--- src/rtl/display_pkg.sv ---
// Shared types, segment glyphs and helpers for the multi-digit display controller.
package display_pkg;

  // Conversion sequencer states.
  typedef enum logic [1:0] {
    ST_IDLE  = 2'd0,
    ST_SHIFT = 2'd1,
    ST_DONE  = 2'd2
  } conv_state_t;

  // Display radix selected by the mode button.
  typedef enum logic {
    MODE_HEX = 1'b0,
    MODE_DEC = 1'b1
  } disp_mode_t;

  // Active-low glyphs, bit 0 = segment A ... bit 6 = segment G.
  localparam logic [6:0] SEG_0     = 7'h40;
  localparam logic [6:0] SEG_1     = 7'h79;
  localparam logic [6:0] SEG_2     = 7'h24;
  localparam logic [6:0] SEG_3     = 7'h30;
  localparam logic [6:0] SEG_4     = 7'h19;
  localparam logic [6:0] SEG_5     = 7'h12;
  localparam logic [6:0] SEG_6     = 7'h02;
  localparam logic [6:0] SEG_7     = 7'h78;
  localparam logic [6:0] SEG_8     = 7'h00;
  localparam logic [6:0] SEG_9     = 7'h10;
  localparam logic [6:0] SEG_A     = 7'h08;
  localparam logic [6:0] SEG_B     = 7'h03;
  localparam logic [6:0] SEG_C     = 7'h46;
  localparam logic [6:0] SEG_D     = 7'h21;
  localparam logic [6:0] SEG_E     = 7'h06;
  localparam logic [6:0] SEG_F     = 7'h0E;
  localparam logic [6:0] SEG_DASH  = 7'h3F;
  localparam logic [6:0] SEG_BLANK = 7'h7F;

  // Nibble to active-low glyph.
  function automatic logic [6:0] seg_glyph(input logic [3:0] nib);
    logic [6:0] g;
    case (nib)
      4'h0:    g = SEG_0;
      4'h1:    g = SEG_1;
      4'h2:    g = SEG_2;
      4'h3:    g = SEG_3;
      4'h4:    g = SEG_4;
      4'h5:    g = SEG_5;
      4'h6:    g = SEG_6;
      4'h7:    g = SEG_7;
      4'h8:    g = SEG_8;
      4'h9:    g = SEG_9;
      4'hA:    g = SEG_A;
      4'hB:    g = SEG_B;
      4'hC:    g = SEG_C;
      4'hD:    g = SEG_D;
      4'hE:    g = SEG_E;
      default: g = SEG_F;
    endcase
    return g;
  endfunction

  // Largest decimal number that fits on n digits (10^n - 1).
  function automatic logic [63:0] pow10_m1(input int n);
    logic [63:0] p;
    p = 64'd1;
    for (int i = 0; i < n; i++) p = p * 64'd10;
    return p - 64'd1;
  endfunction

endpackage

--- src/rtl/bin2bcd_seq.sv ---
// Sequential double-dabble converter: one shift/add-3 iteration per clock.
// done is high during the final iteration cycle; bcd is valid from the next cycle
// until the next start. Digits above NUM_DIGITS are discarded, so bcd holds
// bin mod 10^NUM_DIGITS.
module bin2bcd_seq #(
  parameter int DATA_W     = 16,
  parameter int NUM_DIGITS = 4
) (
  input  logic                    clk,
  input  logic                    reset,
  input  logic                    start,
  input  logic [DATA_W-1:0]       bin,
  output logic [4*NUM_DIGITS-1:0] bcd,
  output logic                    done
);

  localparam int BCD_W = 4 * NUM_DIGITS;
  localparam int CNT_W = $clog2(DATA_W + 1);

  logic [DATA_W-1:0] shreg;
  logic [CNT_W-1:0]  iter_cnt;
  logic [BCD_W-1:0]  bcd_adj;

  // Add-3 correction on every BCD digit that is 5 or more before the shift.
  always_comb begin
    bcd_adj = bcd;
    for (int d = 0; d < NUM_DIGITS; d++) begin
      if (bcd[4*d +: 4] >= 4'd5) bcd_adj[4*d +: 4] = bcd[4*d +: 4] + 4'd3;
    end
  end

  // Load on start, then shift binary MSB into BCD LSB while the iteration down-counter runs.
  always_ff @(posedge clk) begin
    if (!reset) begin
      shreg    <= '0;
      bcd      <= '0;
      iter_cnt <= '0;
    end else if (start) begin
      shreg    <= bin;
      bcd      <= '0;
      iter_cnt <= CNT_W'(DATA_W);
    end else if (iter_cnt != '0) begin
      bcd      <= {bcd_adj[BCD_W-2:0], shreg[DATA_W-1]};
      shreg    <= shreg << 1;
      iter_cnt <= iter_cnt - CNT_W'(1);
    end
  end

  assign done = (iter_cnt == CNT_W'(1));

endmodule

--- src/rtl/multi_digit_display_ctrl.sv ---
// Multiplexed seven-segment display controller with hex/decimal mode,
// leading-zero blanking and overflow dashes.
//
// state    | meaning
// ---------+-----------------------------------------------------------
// ST_IDLE  | capture value and mode, start the converter
// ST_SHIFT | converter running DATA_W double-dabble iterations
// ST_DONE  | latch digits/blanking/overflow into the display register
module multi_digit_display_ctrl
  import display_pkg::*;
#(
  parameter int NUM_DIGITS  = 4,
  parameter int DATA_W      = 16,
  parameter int REFRESH_DIV = 100000,
  parameter int LZ_BLANK    = 1
) (
  input  logic                  clk,
  input  logic                  reset,
  input  logic [DATA_W-1:0]     value,
  input  logic                  mode_btn,
  output logic [6:0]            seg,
  output logic                  dp,
  output logic [NUM_DIGITS-1:0] an,
  output logic                  overflow,
  output logic                  busy
);

  localparam int HEX_BITS = 4 * NUM_DIGITS;
  localparam int WIDE_W   = (DATA_W > HEX_BITS) ? DATA_W : HEX_BITS;
  localparam int IDX_W    = (NUM_DIGITS > 1) ? $clog2(NUM_DIGITS) : 1;
  localparam int REF_W    = (REFRESH_DIV > 1) ? $clog2(REFRESH_DIV) : 1;
  localparam logic [63:0] DEC_MAX = pow10_m1(NUM_DIGITS);

  logic                  btn_s1, btn_s2, btn_q;
  disp_mode_t            mode;
  conv_state_t           state;
  logic [DATA_W-1:0]     cap_value;
  disp_mode_t            cap_mode;
  logic                  conv_start, conv_done;
  logic [HEX_BITS-1:0]   conv_bcd;
  logic [WIDE_W-1:0]     wide_val;
  logic [HEX_BITS-1:0]   dig_n;
  logic [NUM_DIGITS-1:0] blank_n;
  logic                  lz_seen;
  logic                  ovf_n;
  logic [HEX_BITS-1:0]   disp_nib;
  logic [NUM_DIGITS-1:0] disp_blank;
  disp_mode_t            disp_mode;
  logic                  disp_valid;
  logic [REF_W-1:0]      refresh_cnt;
  logic [IDX_W-1:0]      scan_idx;
  logic                  scan_live;
  logic [3:0]            cur_nib;
  logic [6:0]            cur_seg;

  // Two-flop synchroniser plus a history flop for rising-edge detection.
  always_ff @(posedge clk) begin
    if (!reset) begin
      btn_s1 <= 1'b0;
      btn_s2 <= 1'b0;
      btn_q  <= 1'b0;
    end else begin
      btn_s1 <= mode_btn;
      btn_s2 <= btn_s1;
      btn_q  <= btn_s2;
    end
  end

  // Toggle the display radix once per synchronised press.
  always_ff @(posedge clk) begin
    if (!reset) begin
      mode <= MODE_HEX;
    end else if (btn_s2 && !btn_q) begin
      mode <= (mode == MODE_HEX) ? MODE_DEC : MODE_HEX;
    end
  end

  assign conv_start = (state == ST_IDLE);

  bin2bcd_seq #(
    .DATA_W     (DATA_W),
    .NUM_DIGITS (NUM_DIGITS)
  ) u_bin2bcd (
    .clk   (clk),
    .reset (reset),
    .start (conv_start),
    .bin   (value),
    .bcd   (conv_bcd),
    .done  (conv_done)
  );

  // Digits, overflow and leading-zero mask for the captured value, consumed in ST_DONE.
  always_comb begin
    wide_val = WIDE_W'(cap_value);
    dig_n    = (cap_mode == MODE_DEC) ? conv_bcd : wide_val[HEX_BITS-1:0];
    ovf_n    = (cap_mode == MODE_DEC) ? (64'(cap_value) > DEC_MAX)
                                      : ((wide_val >> HEX_BITS) != '0);
    blank_n  = '0;
    lz_seen  = 1'b0;
    for (int i = NUM_DIGITS - 1; i >= 0; i--) begin
      if (dig_n[4*i +: 4] != 4'd0) lz_seen = 1'b1;
      blank_n[i] = (LZ_BLANK != 0) && !lz_seen && (i != 0);
    end
  end

  // Conversion sequencer; the display register only ever changes in ST_DONE.
  always_ff @(posedge clk) begin
    if (!reset) begin
      state      <= ST_IDLE;
      busy       <= 1'b0;
      cap_value  <= '0;
      cap_mode   <= MODE_HEX;
      disp_nib   <= '0;
      disp_blank <= '0;
      disp_mode  <= MODE_HEX;
      disp_valid <= 1'b0;
      overflow   <= 1'b0;
    end else begin
      case (state)
        ST_IDLE: begin
          cap_value <= value;
          cap_mode  <= mode;
          state     <= ST_SHIFT;
          busy      <= 1'b1;
        end
        ST_SHIFT: begin
          if (conv_done) state <= ST_DONE;
        end
        ST_DONE: begin
          disp_nib   <= dig_n;
          disp_blank <= blank_n;
          disp_mode  <= cap_mode;
          disp_valid <= 1'b1;
          overflow   <= ovf_n;
          state      <= ST_IDLE;
          busy       <= 1'b0;
        end
        default: begin
          state <= ST_IDLE;
          busy  <= 1'b0;
        end
      endcase
    end
  end

  // Refresh divider; each wrap moves the scan to the next digit.
  always_ff @(posedge clk) begin
    if (!reset) begin
      refresh_cnt <= '0;
      scan_idx    <= '0;
      scan_live   <= 1'b0;
    end else if (refresh_cnt == REF_W'(REFRESH_DIV - 1)) begin
      refresh_cnt <= '0;
      scan_idx    <= (scan_idx == IDX_W'(NUM_DIGITS - 1)) ? '0 : scan_idx + IDX_W'(1);
      scan_live   <= 1'b1;
    end else begin
      refresh_cnt <= refresh_cnt + REF_W'(1);
    end
  end

  // Glyph for the digit currently scanned; blank until the first conversion lands.
  always_comb begin
    cur_nib = disp_nib[int'(scan_idx)*4 +: 4];
    if (!disp_valid)                 cur_seg = SEG_BLANK;
    else if (overflow)               cur_seg = SEG_DASH;
    else if (disp_blank[scan_idx])   cur_seg = SEG_BLANK;
    else                             cur_seg = seg_glyph(cur_nib);
  end

  // Registered pad drivers so an, seg and dp always switch together.
  always_ff @(posedge clk) begin
    if (!reset) begin
      an  <= '1;
      seg <= SEG_BLANK;
      dp  <= 1'b1;
    end else begin
      an  <= scan_live ? ~(NUM_DIGITS'(1) << scan_idx) : '1;
      seg <= cur_seg;
      dp  <= !((disp_mode == MODE_DEC) && (scan_idx == '0));
    end
  end

endmodule

--- config.mk ---
export PLATFORM = sky130hd
export DESIGN_NAME = multi_digit_display_ctrl
export DESIGN_NICKNAME = d
export VERILOG_FILES = /design/src/rtl/display_pkg.sv /design/src/rtl/bin2bcd_seq.sv /design/src/rtl/multi_digit_display_ctrl.sv
export SDC_FILE = /design/constraint.sdc
export NUM_CORES = 1
export LEC_CHECK = 0
export CORE_MARGIN = 3
export CORE_UTILIZATION = 60
export DETAILED_ROUTE_END_ITERATION = 16
export HOLD_SLACK_MARGIN = 0.02
export PLACE_DENSITY = 0.81
export RECOVER_POWER = 50
export SYNTH_ARGS = -nofsm -noshare
export SYNTH_HDL_FRONTEND = slang
export SYNTH_SLANG_ARGS = --single-unit
--- constraint.sdc ---
create_clock -name clk -period 6.8 [get_ports clk]
set_clock_uncertainty 0.1 [all_clocks]
set_input_delay 2.04 -clock clk [delete_from_list [all_inputs] [get_ports clk]]
set_output_delay 2.04 -clock clk [all_outputs]
set_load 0.03 [all_outputs]
==> key figures, run 1 <==
Power and ir drop
  • Power per cell area: 306 nW/um2
  • Worst vdd ir: about 0.00017 V
  • Leak: 2.55 nW

Timing
  • Final setup TNS: 0 ns
  • Final setup margin: 3.07 ns
  • RSZ-0062 raised after global routing: false
  • Slew HR: between 20% and 30%
  • Final setup fails: 0
  • Max Slew Vio Count: 0
  • Final period utilization: 54.8%
  • Hold Violations, Final: 0
  • Crit path time final: 3.73 ns
  • Achievable Freq: 268 MHz
  • Worst-Margin Slew: around 1.2 ns

Clocking
  • Clk buf depth: 2
  • Clk sink count: 115
  • Hold Buf Count CTS: 0
  • Post-CTS Setup Inserts: 0
  • Clock latency on the worst-skew pair: 0.51 ns
  • Post-cts resize count: 0
  • TritonCTS clock tree: built
  • Clk slew on worst S/H paths: 0.06 ns
  • Root Buffer: clkbuf_8
  • Inserted Clock Buffers: 17
  • CTS HTree Levels: 4

Global routing
  • GR Overflow Total: 0
  • Initial antenna violation count: 0
  • Largest net degree at the start of global routing: 74
  • Gr usage total: between 20% and 30%
  • First-pass GRT wire length: 18.4 mm
  • Vias in the first global route: ~3900

Floorplanning
  • DIE AREA: about 10000 um2
  • Top-Level Pins: 33
  • Initial core utilization: between 60% and 70%
  • Core ar.: 8340 um2
  • Row cnt: 33
  • Die X: approximately 100 um
  • Die span in y: 99.5 um

Finish
  • Final core occ: 73.6%
  • Final #Nets: 654
  • Layout Cells excl Fill: 732
  • Final instance area: 6140 um2
  • Share of layout cells above drive strength 1: 7.02%
  • ANT cells: 0
  • Fillers: 610
  • Area growth from synthesis to layout: 17.0%

Worst hold path
  • Hold path startpoint: disp_mode
  • Worst Hold Endpoint: dp
  • Worst min path class: reg2reg
  • Hold Crit Depth: 1

Critical path
  • Crit-path cells: clkdlybuf4s50_1
  • Worst Path Required: 4.66 ns
  • Worst reg2reg path depth: 8
  • Worst path slowest cell: clkdlybuf4s50_1
  • Setup crit end kind: primary output
  • Crit start category: flop
  • Worst Path Max Fanout: 4
  • Flop2flop setup slack: 3.99 ns
  • Critical Path AT: 1.59 ns
  • Worst r2r dst: seg[6]
  • Setup CP Type: reg2out
  • Cell family with most CP delay: buffers and inverters
  • CP peak stage delay: ~0.7 ns
  • Bufs and invs on worst path: 1
  • Worst r2r src: scan_idx[0]

Route
  • DRC: 0
  • Via count: approximately 4200
  • Drt pass-1 iters: 5
  • Total wire length: 10.8 mm
  • Vias/cell: about 5.8
  • Drt wl/cell: roughly 15 um
  • Antenna-violating nets left: 0
  • DRT iter0 DRCs: 270

Synth
  • Seq/Total Area, Yosys: 43.9%
  • Synth Instances: 595
  • Syn nets: 635
  • EDFF count, synth: 0
  • Synth Cell Area: 5250 um2
  • Synthesis Warnings: 0
  • Async S/R FF share, synth: 0%
  • Share of the synthesized area in the top cell type: ~44%
  • Largest cells by area after synthesis: dfxtp_1, nand2_1, o211a_1, ha_1, mux2i_1
  • Count of cell types in the netlist: between 50 and 60
  • Synth Register Bits: 115
  • Synth area leader: dfxtp_1
  • Avg Inst Size Synth: approximately 9 um2
  • Main flop type after synthesis: dfxtp_1

Place
  • HPWL Detailed: ~7.0 mm
  • Port bufs: 32
  • Dpl cells: 700
  • Pre-CTS WS: 3.03 ns
  • RePlAce Congestion: between 0.8 and 0.9
  • Post-DP Area: 5560 um2

Run
  • # Max-Cap Violations: 0

Status
  • Outcome: finished clean
-- cells by family after synthesis --
family | share of synthesized area [%]
simple gates | 21.0
flops | 43.9
compound gates | 15.8
buf+inv | 4.46
mux | 6.01
xor+xnor | 3.84
fa+ha+maj | 5.01
-- cell usage in the layout, fill, tap and decap left out, types with 12 or more instances in the layout --
| cell | n |
|---|---|
| mux2i_1 | 21 |
| xnor2_1 | 16 |
| nand3_1 | 32 |
| inv_1 | 18 |
| nor3_1 | 12 |
| clkdlybuf4s50_1 | 31 |
| dfxtp_1 | 115 |
| clkbuf_16 | 16 |
| nand2_1 | 121 |
| nor2_1 | 34 |
| ha_1 | 21 |
| a21oi_1 | 21 |
| a21boi_0 | 20 |
| o211a_1 | 30 |
-- per-layer routing --
layer	global-route usage, %	wire length, um	vias up
met3	6.24	569	13
met5	0	0	-
met1	30.5	4990	1979
met4	6.20	110	0
li1	-	-	2082
met2	37.3	5170	135
-- final cells by class --
type	count	area [um2]	area share, %
multi-input cells	426	2710	44.2
flip-flops and latches	115	2300	37.5
clock buffers	19	422	6.87
repair buffers	35	338	5.50
clock inverters	13	160	2.61
well taps	105	131	2.14
inverters	19	71.3	1.16
-- worst max path at each step --
stage / start / endpoint / depth (start not counted)
after global placement: reset / u_bin2bcd.bcd[12] / 4
after CTS: overflow / overflow / 1
after detailed placement: reset / seg[1] / 5
after floorplan: reset / seg[1] / 4
after global routing: overflow / overflow / 1
final: overflow / overflow / 1
-- per-stage QoR --
step,hold WS [ns],total power [W]
after detailed placement,0.285,0.00102
after floorplan,0.268,0.000959
after global placement,0.286,0.00101
after CTS,0.309,0.00189
after global routing,0.330,0.00196
final,0.302,0.00188
-- power breakdown --
group,internal (W),switching [W],leakage [nW]
combinational,0.0000954,0.000166,1.33
sequential,0.000715,0.0000346,0.937
clock,0.000557,0.000311,0.282
total,0.00137,0.000512,2.55
-- registers in the layout, summed over array words and instances, names as in the netlist, 2 cells and up --
signal	count
refresh_cnt	17
cap_value	16
disp_nib	16
u_bin2bcd.bcd	16
u_bin2bcd.shreg	16
seg	7
u_bin2bcd.iter_cnt	5
an	4
disp_blank	3
scan_idx	2
state	2
-- Yosys cell counts, types with 11 or more instances --
cell and instances:
nand2_1 121, dfxtp_1 115, nor2_1 34, nand3_1 32, o211a_1 30, clkbuf_1 22, a21oi_1 21, ha_1 21
mux2i_1 21, inv_1 18, xnor2_1 16, a21boi_0 15, nor3_1 12, nand2b_1 11
No activity file was read; power rests on OpenSTA's default activity.
==> inputs of run 2 (changes only) <==
--- a/config.mk
+++ b/config.mk
@@ -6,10 +6,10 @@
 export NUM_CORES = 1
 export LEC_CHECK = 0
 export CORE_MARGIN = 3
-export CORE_UTILIZATION = 60
+export CORE_UTILIZATION = 53
 export DETAILED_ROUTE_END_ITERATION = 16
 export HOLD_SLACK_MARGIN = 0.02
-export PLACE_DENSITY = 0.81
+export PLACE_DENSITY = 0.75
 export RECOVER_POWER = 50
 export SYNTH_ARGS = -nofsm -noshare
 export SYNTH_HDL_FRONTEND = slang
==> constraint.sdc (replaced) <==
create_clock -name clk -period 3.42 [get_ports clk]
set_clock_uncertainty 0.1 [all_clocks]
set_input_delay 1.026 -clock clk [delete_from_list [all_inputs] [get_ports clk]]
set_output_delay 1.026 -clock clk [all_outputs]
set_load 0.03 [all_outputs]
==> key figures, run 2 (synthesis results as in run 1) <==
Timing
  • Achievable Freq: 365 MHz
  • RSZ-0062 raised after global routing: false
  • Worst-Margin Slew: about 1.3 ns
  • Final setup fails: 0
  • Final setup TNS: 0 ns
  • Max Slew Vio Count: 0
  • Crit path time final: 2.74 ns
  • Final period utilization: 80.0%
  • Hold Violations, Final: 0
  • Slew HR: 11.5%

Run
  • # Max-Cap Violations: 0

Clocking
  • Post-CTS Setup Inserts: 0
  • Root Buffer: clkbuf_8
  • Hold Buf Count CTS: 0
  • Clock latency on the worst-skew pair: 0.51 ns
  • Clk buf depth: 2
  • Clk slew on worst S/H paths: around 0.050 ns
  • CTS HTree Levels: 4
  • Post-cts resize count: 0
  • Inserted Clock Buffers: 17
  • TritonCTS clock tree: built
  • Clk sink count: 115

Critical path
  • Worst Path Required: 2.29 ns
  • Setup CP Type: reg2out
  • Crit start category: flop
  • CP peak stage delay: 0.70 ns
  • Setup crit end kind: primary output
  • Critical Path AT: between 1.5 and 2 ns
  • Bufs and invs on worst path: 1
  • Worst path slowest cell: clkdlybuf4s50_1
  • Cell family with most CP delay: buffers and inverters
  • Crit-path cells: clkdlybuf4s50_1
  • Worst Path Max Fanout: 4

Route
  • Via count: 4200
  • Total wire length: 10.8 mm
  • Drt pass-1 iters: 4
  • Drt wl/cell: approximately 14 um
  • DRC: 0
  • DRT iter0 DRCs: 268
  • Vias/cell: 5.54
  • Antenna-violating nets left: 0

Floorplanning
  • Die span in y: about 110 um
  • Top-Level Pins: 33
  • DIE AREA: 11100 um2
  • Initial core utilization: between 50% and 60%
  • Row cnt: 35
  • Die X: 105 um
  • Core ar.: 9420 um2

Finish
  • Fillers: 766
  • Area of the multi-input gates: 2710 um2
  • Area growth from synthesis to layout: 17.2%
  • ANT cells: 0
  • Final #Nets: 657
  • Layout Cells excl Fill: about 760
  • Seq. cell area: approximately 2300 um2
  • Most frequent cells in the layout: nand2_1, dfxtp_1, nor2_1
  • Max reg flops: 17
  • Top reg by flops: refresh_cnt
  • Commonest non-fill, non-tap cell in the layout: nand2_1
  • Share of layout cells above drive strength 1: under 10%

Global routing
  • First-pass GRT wire length: between 15 and 20 mm
  • Initial antenna violation count: 0
  • GR Overflow Total: 0
  • Largest net degree at the start of global routing: 61
  • Gr usage total: 20.5%
  • Vias in the first global route: 4058

Place
  • RePlAce Congestion: around 0.88
  • HPWL Detailed: 7.42 mm
  • Port bufs: 32
  • Dpl cells: 727

Power and ir drop
  • Leak: roughly 2.5 nW
  • Worst vdd ir: slightly above 0.0003 V
  • Part of the power in registers: 40.9%
  • Power per cell area: a little under 600 nW/um2
  • Clock Power Share: 44.5%
  • Switching fraction of total power: around 27%
  • Int Power: 0.00266 W
  • Combinational power share: 14.5%
  • Switching Power: 0.000975 W

Worst hold path
  • Worst min path class: reg2reg

Status
  • Outcome: finished clean
run 2: cell types whose count changed in the layout (fill, tap and decap cells not counted), sizes merged:
cell      previous run  this run
clkinv               7         4
inv                 20        19
bufinv               3         2
clkinvlp             2         4
buf                  4         5
clkbuf              19        23
run 2: worst paths after layout:
kind / startpoint / end / slack, ns / cells after the start
min reg2reg: disp_mode / dp / 0.31 / 1
max: overflow / overflow / 0.68 / 1
min: disp_mode / dp / 0.31 / 1
max reg2reg: scan_idx[0] / seg[6] / 0.73 / 8
run 2: layout make-up:
| cell class | instances | area share, % |
|---|---|---|
| timing repair buffer | 38 | 5.80 |
| tap | 129 | 2.62 |
| multi-input combinational | 426 | 44.1 |
| clock buffer | 21 | 7.14 |
| clock inverter | 10 | 1.79 |
| inverter | 19 | 1.16 |
| sequential | 115 | 37.4 |
run 2: layer usage:
metal / vias up / track usage (%) / share of wire [%]
met2: 96 / 33.6 / 48
met4: 0 / 7.03 / 1.8
met1: 1992 / 25.9 / 46
li1: 2096 / - / -
met5: - / 0 / 0
met3: 16 / 5.82 / 4.5
run 2: metrics by stage:
| stage | worst slack (ns) | utilization (%) | area [um2] | hold slack (ns) | power, W |
|---|---|---|---|---|---|
| after global placement | 0.866 | 59.6 | 5610 | 0.294 | 0.00202 |
| after floorplan | 1.09 | - | 5250 | 0.268 | 0.00191 |
| after CTS | 0.667 | 65.4 | 6160 | 0.306 | 0.00366 |
| after detailed placement | 0.766 | 59.6 | 5610 | 0.293 | 0.00204 |
| final | 0.684 | 65.3 | 6150 | 0.306 | 0.00363 |
| after global routing | 0.513 | 65.3 | 6150 | 0.351 | 0.00380 |
run 2: power by group through the flow:
stage	combinational (W)	clock, W	sequential (W)
floorplan	0.000411	0	0.00150
global placement	0.000510	0	0.00151
detailed placement	0.000527	0	0.00151
CTS	0.000532	0.00164	0.00149
global route	0.000591	0.00172	0.00150
finish	0.000529	0.00162	0.00149
==> inputs of run 3 (changes only) <==
--- a/config.mk
+++ b/config.mk
@@ -6,10 +6,10 @@
 export NUM_CORES = 1
 export LEC_CHECK = 0
 export CORE_MARGIN = 3
-export CORE_UTILIZATION = 53
+export CORE_UTILIZATION = 59
 export DETAILED_ROUTE_END_ITERATION = 16
 export HOLD_SLACK_MARGIN = 0.02
-export PLACE_DENSITY = 0.75
+export PLACE_DENSITY = 0.79
 export RECOVER_POWER = 50
 export SYNTH_ARGS = -nofsm -noshare
 export SYNTH_HDL_FRONTEND = slang
==> constraint.sdc (replaced) <==
create_clock -name clk -period 2.75 [get_ports clk]
set_clock_uncertainty 0.1 [all_clocks]
set_input_delay 0.825 -clock clk [delete_from_list [all_inputs] [get_ports clk]]
set_output_delay 0.825 -clock clk [all_outputs]
set_load 0.03 [all_outputs]
==> key figures, run 3 (synthesis results as in run 1) <==
Finish
  • Final core occ: 73.5%
  • Final instance area: about 6200 um2
  • Commonest non-fill, non-tap cell in the layout: nand2_1
  • Final #Nets: 661
  • Share of layout cells above drive strength 1: 7.58%
  • Top reg by flops: refresh_cnt
  • Max reg flops: 17
  • Area growth from synthesis to layout: 18.1%
  • ANT cells: 0
  • Most frequent cells in the layout: nand2_1, dfxtp_1, nor2_1

Route
  • Drt wl/cell: 15.1 um
  • Total wire length: 11.1 mm
  • DRC: 0
  • Vias/cell: 5.84
  • Top Layer Used: met4
  • Drt pass-1 iters: 5
  • M1 WL: 5.07 mm
  • DRT iter0 DRCs: 269
  • Metal2 WL: 5.23 mm
  • Antenna-violating nets left: 0
  • DR WL met3: 571 um
  • Via count: between 4000 and 5000

Floorplanning
  • Die X: 100 um
  • Initial core utilization: 62.3%
  • DIE AREA: ~10000 um2
  • Die span in y: 100 um
  • Core ar.: 8420 um2
  • Row cnt: 33
  • Top-Level Pins: 33

Critical path
  • Worst Path Required: 1.83 ns
  • Cell family with most CP delay: buffers and inverters
  • CP peak stage delay: 0.72 ns
  • Worst path slowest cell: clkdlybuf4s50_1
  • Bufs and invs on worst path: 1
  • Setup crit end kind: primary output
  • Crit-path cells: clkdlybuf4s50_1
  • Worst Path Max Fanout: 4
  • Setup CP Type: reg2out
  • Critical Path AT: 1.63 ns
  • Crit start category: flop

Place
  • HPWL Detailed: 7.43 mm
  • Pre-CTS WS: 0.383 ns
  • RePlAce Congestion: 0.898
  • Port bufs: 32
  • Post-DP Area: 5620 um2

Power and ir drop
  • Power per cell area: 760 nW/um2
  • Worst vdd ir: between 0.0005 and 0.0006 V
  • Leak: 2.59 nW

Timing
  • Crit path time final: 2.56 ns
  • Final period utilization: 92.9%
  • Max Slew Vio Count: 0
  • Final setup TNS: 0 ns
  • Final setup fails: 0
  • Achievable Freq: 391 MHz
  • Hold Violations, Final: 0
  • Final setup margin: 0.194 ns
  • RSZ-0062 raised after global routing: false
  • Slew HR: 27.1%
  • Worst-Margin Slew: ~1.1 ns

Clocking
  • Clk slew on worst S/H paths: roughly 0.050 ns
  • Clk sink count: 115
  • Post-cts resize count: 0
  • Inserted Clock Buffers: 17
  • Clk buf depth: 2
  • Clock latency on the worst-skew pair: ~0.51 ns
  • Hold Buf Count CTS: 0
  • TritonCTS clock tree: built
  • CTS HTree Levels: 4
  • Post-CTS Setup Inserts: 0
  • Root Buffer: clkbuf_8

Global routing
  • Initial antenna violation count: 0
  • Gr usage total: 23.4%
  • GR Overflow Total: 0
  • Vias in the first global route: 4097
  • Largest net degree at the start of global routing: 64
  • First-pass GRT wire length: 18.9 mm

Status
  • Outcome: finished clean

Run
  • # Max-Cap Violations: 0

Worst hold path
  • Worst min path class: reg2reg
[run 3: cell type report]
class                   count  area, um2
repair buffers             42        395
clock inverters            10        133
flip-flops and latches    115       2300
well taps                 105        131
multi-input cells         426       2710
fillers                   645       2230
clock buffers              21        449
inverters                  19       71.3
[run 3: worst paths after layout]
kind / from / endpoint / slack (ns) / depth (start not counted)
worst max-delay path: overflow / overflow / 0.19 / 1
worst min-delay path: disp_mode / dp / 0.31 / 1
worst max register to register: scan_idx[0] / seg[6] / 0.33 / 10
worst min register to register: disp_mode / dp / 0.31 / 1
[run 3: per-stage QoR]
stage / hold WS, ns / instances / total power, W
floorplan: 0.268 / 595 / 0.00237
global placement: 0.292 / 707 / 0.00255
detailed placement: 0.295 / 707 / 0.00258
CTS: 0.308 / 738 / 0.00473
global route: 0.336 / 738 / 0.00493
finish: 0.307 / 738 / 0.00471
[run 3: power by group]
group,internal (W),switching [W],total [W]
Sequential,0.00177,0.0000818,0.00185
Clock,0.00142,0.000735,0.00215
Combinational,0.000278,0.000429,0.000707
[run 3: metal layers]
metal | up-vias | GRT usage (%)
met5 | - | 0
met4 | 0 | 9.02
met3 | 29 | 6.18
met2 | 131 | 37.5
met1 | 2050 | 30.1
li1 | 2102 | -
